$ cat config.mk
export PLATFORM = sky130hd
export DESIGN_NAME = lc4_insn_queue
export DESIGN_NICKNAME = d
export VERILOG_FILES = /design/src/rtl/lc4_insn_queue.sv
export SDC_FILE = /design/constraint.sdc
export NUM_CORES = 1
export LEC_CHECK = 0
export CAP_MARGIN = 40
export CORE_MARGIN = 1.5
export CORE_UTILIZATION = 47
export CTS_BUF_LIST = sky130_fd_sc_hd__clkbuf_2
export DETAILED_ROUTE_END_ITERATION = 7
export HOLD_SLACK_MARGIN = 0.06
export MAX_ROUTING_LAYER = met4
export PLACE_DENSITY = 0.79
export RECOVER_POWER = 50
export SYNTH_ARGS = -nofsm -noshare
export SYNTH_HDL_FRONTEND = slang
export SYNTH_SLANG_ARGS = --single-unit
$ cat constraint.sdc
create_clock -name clk -period 2.6 [get_ports clk]
set_input_delay 0.39 -clock clk [delete_from_list [all_inputs] [get_ports clk]]
set_output_delay 0.39 -clock clk [all_outputs]
set_load 0.1 [all_outputs]
$ cat src/rtl/lc4_insn_queue.sv
// lc4_insn_queue: 4-entry circular instruction queue for the LC4 out-of-order core.
// Takes in-order dispatch, records per-slot issue/commit events and retires the
// oldest committed entry in order, at most one per cycle.
//
// Ports:
//   clk, rst                  clock (rising edge) and synchronous active-high reset
//   gwe                       global write enable; every register holds when low
//   flush                     discard all entries; same-cycle dispatch is dropped
//   disp_valid/insn/pc        dispatch request and payload
//   disp_ready                queue can accept a dispatch this cycle
//   issue_en/issue_idx        mark a valid slot as issued
//   commit_en/commit_idx      mark a valid, issued slot as committed
//   retire_valid/insn/pc      head slot is valid and committed; head contents
//   iq0_insn..iq3_insn        stored instruction per slot
//   iq_valid/iq_issue/iq_commit  per-slot status bits (bit n = slot n)
//   iq_rd, iq_wr, iq_count    head index, tail index, occupancy 0..4
//
// Optional feature: define LC4_IQ_RETIRE_BYPASS_EN to let a full queue accept a
// dispatch into the slot freed by a same-cycle retire.
module lc4_insn_queue #(
  parameter int unsigned INSN_W = 16,
  parameter int unsigned PC_W   = 16
) (
  input  logic              clk,
  input  logic              rst,
  input  logic              gwe,
  input  logic              flush,
  input  logic              disp_valid,
  input  logic [INSN_W-1:0] disp_insn,
  input  logic [PC_W-1:0]   disp_pc,
  output logic              disp_ready,
  input  logic              issue_en,
  input  logic [1:0]        issue_idx,
  input  logic              commit_en,
  input  logic [1:0]        commit_idx,
  output logic              retire_valid,
  output logic [INSN_W-1:0] retire_insn,
  output logic [PC_W-1:0]   retire_pc,
  output logic [INSN_W-1:0] iq0_insn,
  output logic [INSN_W-1:0] iq1_insn,
  output logic [INSN_W-1:0] iq2_insn,
  output logic [INSN_W-1:0] iq3_insn,
  output logic [3:0]        iq_valid,
  output logic [3:0]        iq_issue,
  output logic [3:0]        iq_commit,
  output logic [1:0]        iq_rd,
  output logic [1:0]        iq_wr,
  output logic [2:0]        iq_count
);

  localparam int unsigned DEPTH = 4;

  logic [INSN_W-1:0] insn_q [DEPTH];
  logic [PC_W-1:0]   pc_q   [DEPTH];
  logic [3:0]        valid_q, issue_q, commit_q;
  logic [3:0]        valid_n, issue_n, commit_n;
  logic [1:0]        rd_q, wr_q;
  logic [2:0]        count_q;
  logic              full, retire, do_disp, issue_ok, commit_ok;

  // Head retire and dispatch acceptance
  assign full    = (count_q == 3'd4);
  assign retire  = valid_q[rd_q] & commit_q[rd_q];
`ifdef LC4_IQ_RETIRE_BYPASS_EN
  assign disp_ready = ~full | retire;
`else
  assign disp_ready = ~full;
`endif
  assign do_disp = disp_valid & disp_ready;

  // Events aimed at the retiring slot are dropped so they cannot leak into a
  // slot that is being freed (or refilled by a bypass dispatch).
  assign issue_ok  = issue_en & valid_q[issue_idx] & ~(retire & (issue_idx == rd_q));
  assign commit_ok = commit_en & valid_q[commit_idx] & ~(retire & (commit_idx == rd_q)) &
                     (issue_q[commit_idx] | (issue_ok & (issue_idx == commit_idx)));

  // Next status bits: set events, then retire clear, then dispatch fill last
  always_comb begin
    valid_n  = valid_q;
    issue_n  = issue_q;
    commit_n = commit_q;
    if (issue_ok)  issue_n[issue_idx]   = 1'b1;
    if (commit_ok) commit_n[commit_idx] = 1'b1;
    if (retire) begin
      valid_n[rd_q]  = 1'b0;
      issue_n[rd_q]  = 1'b0;
      commit_n[rd_q] = 1'b0;
    end
    if (do_disp) begin
      valid_n[wr_q]  = 1'b1;
      issue_n[wr_q]  = 1'b0;
      commit_n[wr_q] = 1'b0;
    end
  end

  // State registers
  always_ff @(posedge clk) begin
    if (rst) begin
      valid_q  <= 4'b0;
      issue_q  <= 4'b0;
      commit_q <= 4'b0;
      rd_q     <= 2'd0;
      wr_q     <= 2'd0;
      count_q  <= 3'd0;
      for (int i = 0; i < DEPTH; i++) begin
        insn_q[i] <= '0;
        pc_q[i]   <= '0;
      end
    end else if (gwe) begin
      if (flush) begin
        valid_q  <= 4'b0;
        issue_q  <= 4'b0;
        commit_q <= 4'b0;
        rd_q     <= 2'd0;
        wr_q     <= 2'd0;
        count_q  <= 3'd0;
      end else begin
        valid_q  <= valid_n;
        issue_q  <= issue_n;
        commit_q <= commit_n;
        rd_q     <= rd_q + 2'(retire);
        wr_q     <= wr_q + 2'(do_disp);
        count_q  <= count_q + 3'(do_disp) - 3'(retire);
        if (do_disp) begin
          insn_q[wr_q] <= disp_insn;
          pc_q[wr_q]   <= disp_pc;
        end
      end
    end
  end

  assign retire_valid = retire;
  assign retire_insn  = insn_q[rd_q];
  assign retire_pc    = pc_q[rd_q];
  assign iq0_insn     = insn_q[0];
  assign iq1_insn     = insn_q[1];
  assign iq2_insn     = insn_q[2];
  assign iq3_insn     = insn_q[3];
  assign iq_valid     = valid_q;
  assign iq_issue     = issue_q;
  assign iq_commit    = commit_q;
  assign iq_rd        = rd_q;
  assign iq_wr        = wr_q;
  assign iq_count     = count_q;

endmodule

Word-level counts from Yosys, hierarchy flattened --
Memory sizes are Yosys's and may differ from the RTL's. A register that Yosys moved wholly into a read port is not among the register bits. Index checks and enable logic that the tools add are counted.
Operators by class: add/subtract/negate cells 4, order comparisons 8, equal/unequal tests 4, muxes and demuxes 49, bitwise operators 24, reduce and logical (&&, ||, !) cells 6
Operator list (number):
- $mux W4 | 11
- $mux W16 | 2
- $reduce_or A16 Y1 | 2
- $and A4 B4 Y4 | 5
- $mux W1 | 18
- $mux W2 | 8
- $lt A2 B3 Y1 const B | 4
- $or A4 B4 Y4 | 3
- $and A1 B1 Y1 | 10
- $bmux W1 S2 | 5
- $demux W1 S2 | 4
- $ge A2 B1 Y1 const B | 4
- $not A4 Y4 | 2
- $eq A2 B2 Y1 | 3
- $add A2 B1 Y2 | 2
- $logic_and A1 B1 Y1 | 4
- $add A3 B1 Y3 | 1
- $eq A3 B3 Y1 const B | 1
- $mux W3 | 1
- $not A1 Y1 | 3
- $sub A3 B1 Y3 | 1
- $or A1 B1 Y1 | 1
Storage, ports and cells: flip-flop bits (word level) 19, memory bits (writable) 128, output and inout port bits 117, word-level logic and storage cells 103, memories 2
Memory list:
- insn_q | depth 4, bits a word 16, rd ports 5, clocked after memory_dff 1, wr ports 4, line 53 | logic [INSN_W-1:0] insn_q [DEPTH];
- pc_q | depth 4, bits a word 16, rd ports 1, clocked after memory_dff 1, wr ports 4, line 54 | logic [PC_W-1:0] pc_q [DEPTH];

Depth between registers and ports, before layout --
depth in word-level cells 15, gate-level depth with buffers 12, gate-level depth less buffers 11

Least setup slack after synthesis --
Ideal clock, no wire load.
kind flip-flop to flip-flop, from reg rd_q[1], in the netlist iq_rd[1], to reg count_q[2], in the netlist iq_count[2], setup time 0.070 ns, data arrival time 3.733 ns, required time 2.530 ns, path slack -1.202 ns, stages on the path, launching flop included 13, buffers on the path 1, period minus slack after synthesis 3.802 ns, cells stage by stage dfxtp_1 -> buf_6 -> and4b_1 -> nor4_4 -> inv_1 -> ha_1 -> inv_1 -> ha_1 -> fa_1 -> xnor2_1 -> o21ai_0 -> nand2_1 -> a21oi_1
Between the ends: longest elaborated chain between the ends 5, elaborated cells between the ends (all ways) 7
RTL lines:
- start: declaration | line 57 | logic [1:0] rd_q, wr_q;
- start signal: assignment | line 121 | rd_q <= rd_q + 2'(retire);
- $bmux W1 S2 | line 63 | assign retire = valid_q[rd_q] & commit_q[rd_q];
- $mux W1 (not written as such) | line 63
- $and A1 B1 Y1 (*) | line 63
- via retire_valid | line 36 | output logic retire_valid,
- $sub A3 B1 Y3 (*) | line 123 | count_q <= count_q + 3'(do_disp) - 3'(retire);
- $mux W3 (*) | line 110 | if (flush) begin
- end signal: assignment | line 123
- end: declaration | line 58 | logic [2:0] count_q;
The timed path passes the listed nets; every way through them passes the cells marked *. The select of a mux whose other input is x is not followed. A chain may end at the register's enable or synchronous reset.

Worst setup path in the final report --
from reg rd_q[0], in the netlist iq_rd[0], to reg count_q[2], in the netlist iq_count[2]
Between the ends: longest elaborated chain between the ends 5, elaborated cells between the ends (all ways) 7
RTL lines (line):
- $bmux W1 S2 | 63
- $mux W1 (not written as such) | 63
- $and A1 B1 Y1 (*) | 63
- $sub A3 B1 Y3 (*) | 123
- $mux W3 (*) | 110
Every way passes the cells marked *; elsewhere a longest branch is shown, timed or not. The select of a mux whose other input is x is not followed.

==> results.cfg <==
[outcome]
status = finished, violations left
failed_checks = negative setup slack

[routing]
routedWlPerCell_um = 21.37
drcViolationCount = 0
ant_nets = 0
num_vias = 4869
first_iter_violations = 438
wirelength_um = 18080
via_per_inst = 5.755
drtPass1Iterations = 7

[clock_network]
clk_path_buf_depth = 2
clk_pin_slew_worst_paths_ns = 0.20
cts_tree = done
cts_max_level = 4
cts_buffers = 17
clock-sinks = 149
insertion_delay_ns = 0.71
ctsHoldBuffers = 0
cts_root_buffer = clkbuf_2

[synthesis]
yosysUniqueCellTypes = 50
ys.flop_type = edfxtp_1
syn-mean-instance-area_um2 = 14.22
yosys.area.top_type = edfxtp_1
async_flop_share_pct = 0
netlist_area_um2 = 6770
synth_warnings = 0
synth_nets = 524
yosys-top-cells-count = 128 x edfxtp_1, 98 x and3_1, 34 x and2_1, 34 x clkbuf_1, 32 x mux4_2
synth_edf_count = 128
ys_seq_elements = 149
synth_cells = 476
synth_top_area_share_pct = 56.77
yosysSeqAreaShare_pct = 62.98
yosysMostFrequentCell = edfxtp_1
synthTopCellsByArea = edfxtp_1 57%, mux4_2 11%, and3_1 9.1%

[setup_path]
cp_max_fo = 4
setup.worst_path.start_class = flop
crit_type = flop to flop
max_stage_delay_ns = 0.41
arrival_ns = 3.26
endpoint_kind = flop
required_ns = 3.22
path_cells = and4b_2, nor4_4, clkinvlp_4, buf_4, ha_4, inv_2, ha_4, fa_2, xnor2_1, o21ai_1, nand2_1, a21oi_2
crit_slowest_cell = dfxtp_4
worst_path_most_repeated_cell = ha_4

[global_route]
antenna_found_initial = 0
grt_max_degree = 37
grt_pass1_vias = 5048
gr-total-overflow = 0
grt_pass1_wl_um = 27840
grtUsageTotal_pct = 25.86

[sta]
worst_pin_slew_ns = 0.7239
rsz0062_at_grt = true
max_freq_mhz = 379.3
hold_violations = 0
finalCritPeriodShare_pct = 101.4
fin_ws_ns = -0.03646
slew_headroom_pct = 51.74
finClkSkew_ns = 0.03022
period_needed_ns = 2.636
finalSetupViolCount = 3
drv_slew = 0

[floorplan]
die_y_um = 123.0
row_count = 43
start_util_pct = 48.40
coreArea_um2 = 13990
fp.dieW_um = 123.0
io_pins = 160
die-area_um2 = 15130

[placed_design]
place.gp.congestion = 0.8919
dp_slack_ns = -0.01804
portBuffers = 159
hpwl_um = 12110

[cells_and_area]
drive_gt1_share_pct = 37.39
nets = 702
syn_to_final_growth_pct = 34.47
fill_cells = 1077
n_antenna_cell = 0

[power_and_ir_drop]
p_leak_nw = 3.865
total_power_mw = 5.242
power_density_nw_per_um2 = 575.8
ir_drop_uv = 253.1

[job]
drv_cap = 0

[min_path]
hold_class = input pin to flop
==> power by group <==
group	internal, mW	total, mW	switching, mW
clock	0.719	1.50	0.781
sequential	2.67	2.72	0.0424
combinational	0.273	1.03	0.753
==> flip-flops by register name, summed over array words and instances (netlist names), named ones only <==
signal	cells
insn_q	64
pc_q	64
iq_commit	4
iq_issue	4
iq_valid	4
iq_count	3
iq_rd	2
iq_wr	2
==> worst max-delay path, delay by kind of cell (launching register included) <==
family / cells / cell delay [ns]
adder cells (fa/ha/maj): 3 / 0.73
AND/OR/NAND/NOR: 3 / 0.71
flip-flops: 1 / 0.41
buffers and inverters: 3 / 0.34
XOR/XNOR: 1 / 0.22
AO/OA/AOI/OAI: 2 / 0.14
==> final cells by class <==
type                            instances  area, µm²  area share, %
Timing Repair Buffer                  198       1908          20.96
Inverter                                9      37.54         0.4123
Sequential cell                       149       4292          47.14
Clock inverter                         12      185.2          2.034
Tap cell                              180      225.2          2.474
Clock buffer                           19      95.09          1.045
Multi-Input combinational cell        279       2361          25.93
==> cell families (layout without fill, tap and decap cells) <==
logic type	count (synthesis)	count (layout)	synth area share, %
AND/OR/NAND/NOR	194	194	17.21
flip-flops	149	149	62.98
buffers and inverters	48	238	2.827
AO/OA/AOI/OAI	37	37	3.807
multiplexers	36	36	11.24
XOR/XNOR	7	7	0.9056
adder cells (fa/ha/maj)	5	5	1.035
==> layout by cell type (no fill, tap or decap), types with 3 or more instances in the layout <==
cell             instances
mux4_2                  32
a21oi_1                  7
xnor2_1                  3
nand2b_1                 3
nor2_1                  19
o21ai_0                  7
edfxtp_1               128
xor2_1                   4
buf_4                   31
buf_12                  39
clkinv_1                 4
nand3_1                  3
clkdlybuf4s50_1         42
dfxtp_4                  4
nand2_1                 17
inv_1                    6
dfxtp_2                 10
clkbuf_2                98
o211ai_1                 4
dfxtp_1                  7
bufinv_16                5
clkbuf_1                 4
and3_1                  98
and2_1                  33
mux2i_1                  4
a22oi_1                  4
clkinv_2                 3
==> what timing repair did <==
action	4_1_cts	5_1_grt
pin swaps	5	2
setup endpoints to repair	28	13
resized for setup	5	4
buffers inserted	8	2
gates cloned	0	1
==> metrics by stage <==
step	hold WS, ns	util, %	instances	TNS (ns)	cell area (µm²)
2_1_floorplan	0.4517	-	476	-23.21	6833
3_3_place_gp	0.4608	63.61	803	0	8899
3_5_place_dp	0.4705	63.81	804	-0.01804	8926
4_1_cts	0.3163	66.36	843	-0.03017	9283
5_1_grt	0.3373	65.08	846	-0.3984	9104
6_report	0.3792	65.08	846	-0.08146	9104
==> layer usage <==
metal / share of wire (%) / GRT usage (%) / vias to the layer above
met2: 51 / 42.64 / 212
met5: 0 / - / -
li1: - / - / 2180
met4: 1.8 / 8.405 / 0
met3: 7.6 / 6.642 / 28
met1: 40 / 31.37 / 2449
==> final timing paths <==
check | start | cells past startpoint | to | slack (ns)
max | iq_rd[0] | 12 | iq_count[2] | -0.04
min | disp_insn[8] | 2 | insn_q[0][8] | 0.38
max reg2reg | iq_rd[0] | 12 | iq_count[2] | -0.04
min reg2reg | iq_commit[1] | 2 | iq_commit[1] | 0.49
Power figures use the tool's default switching activity.
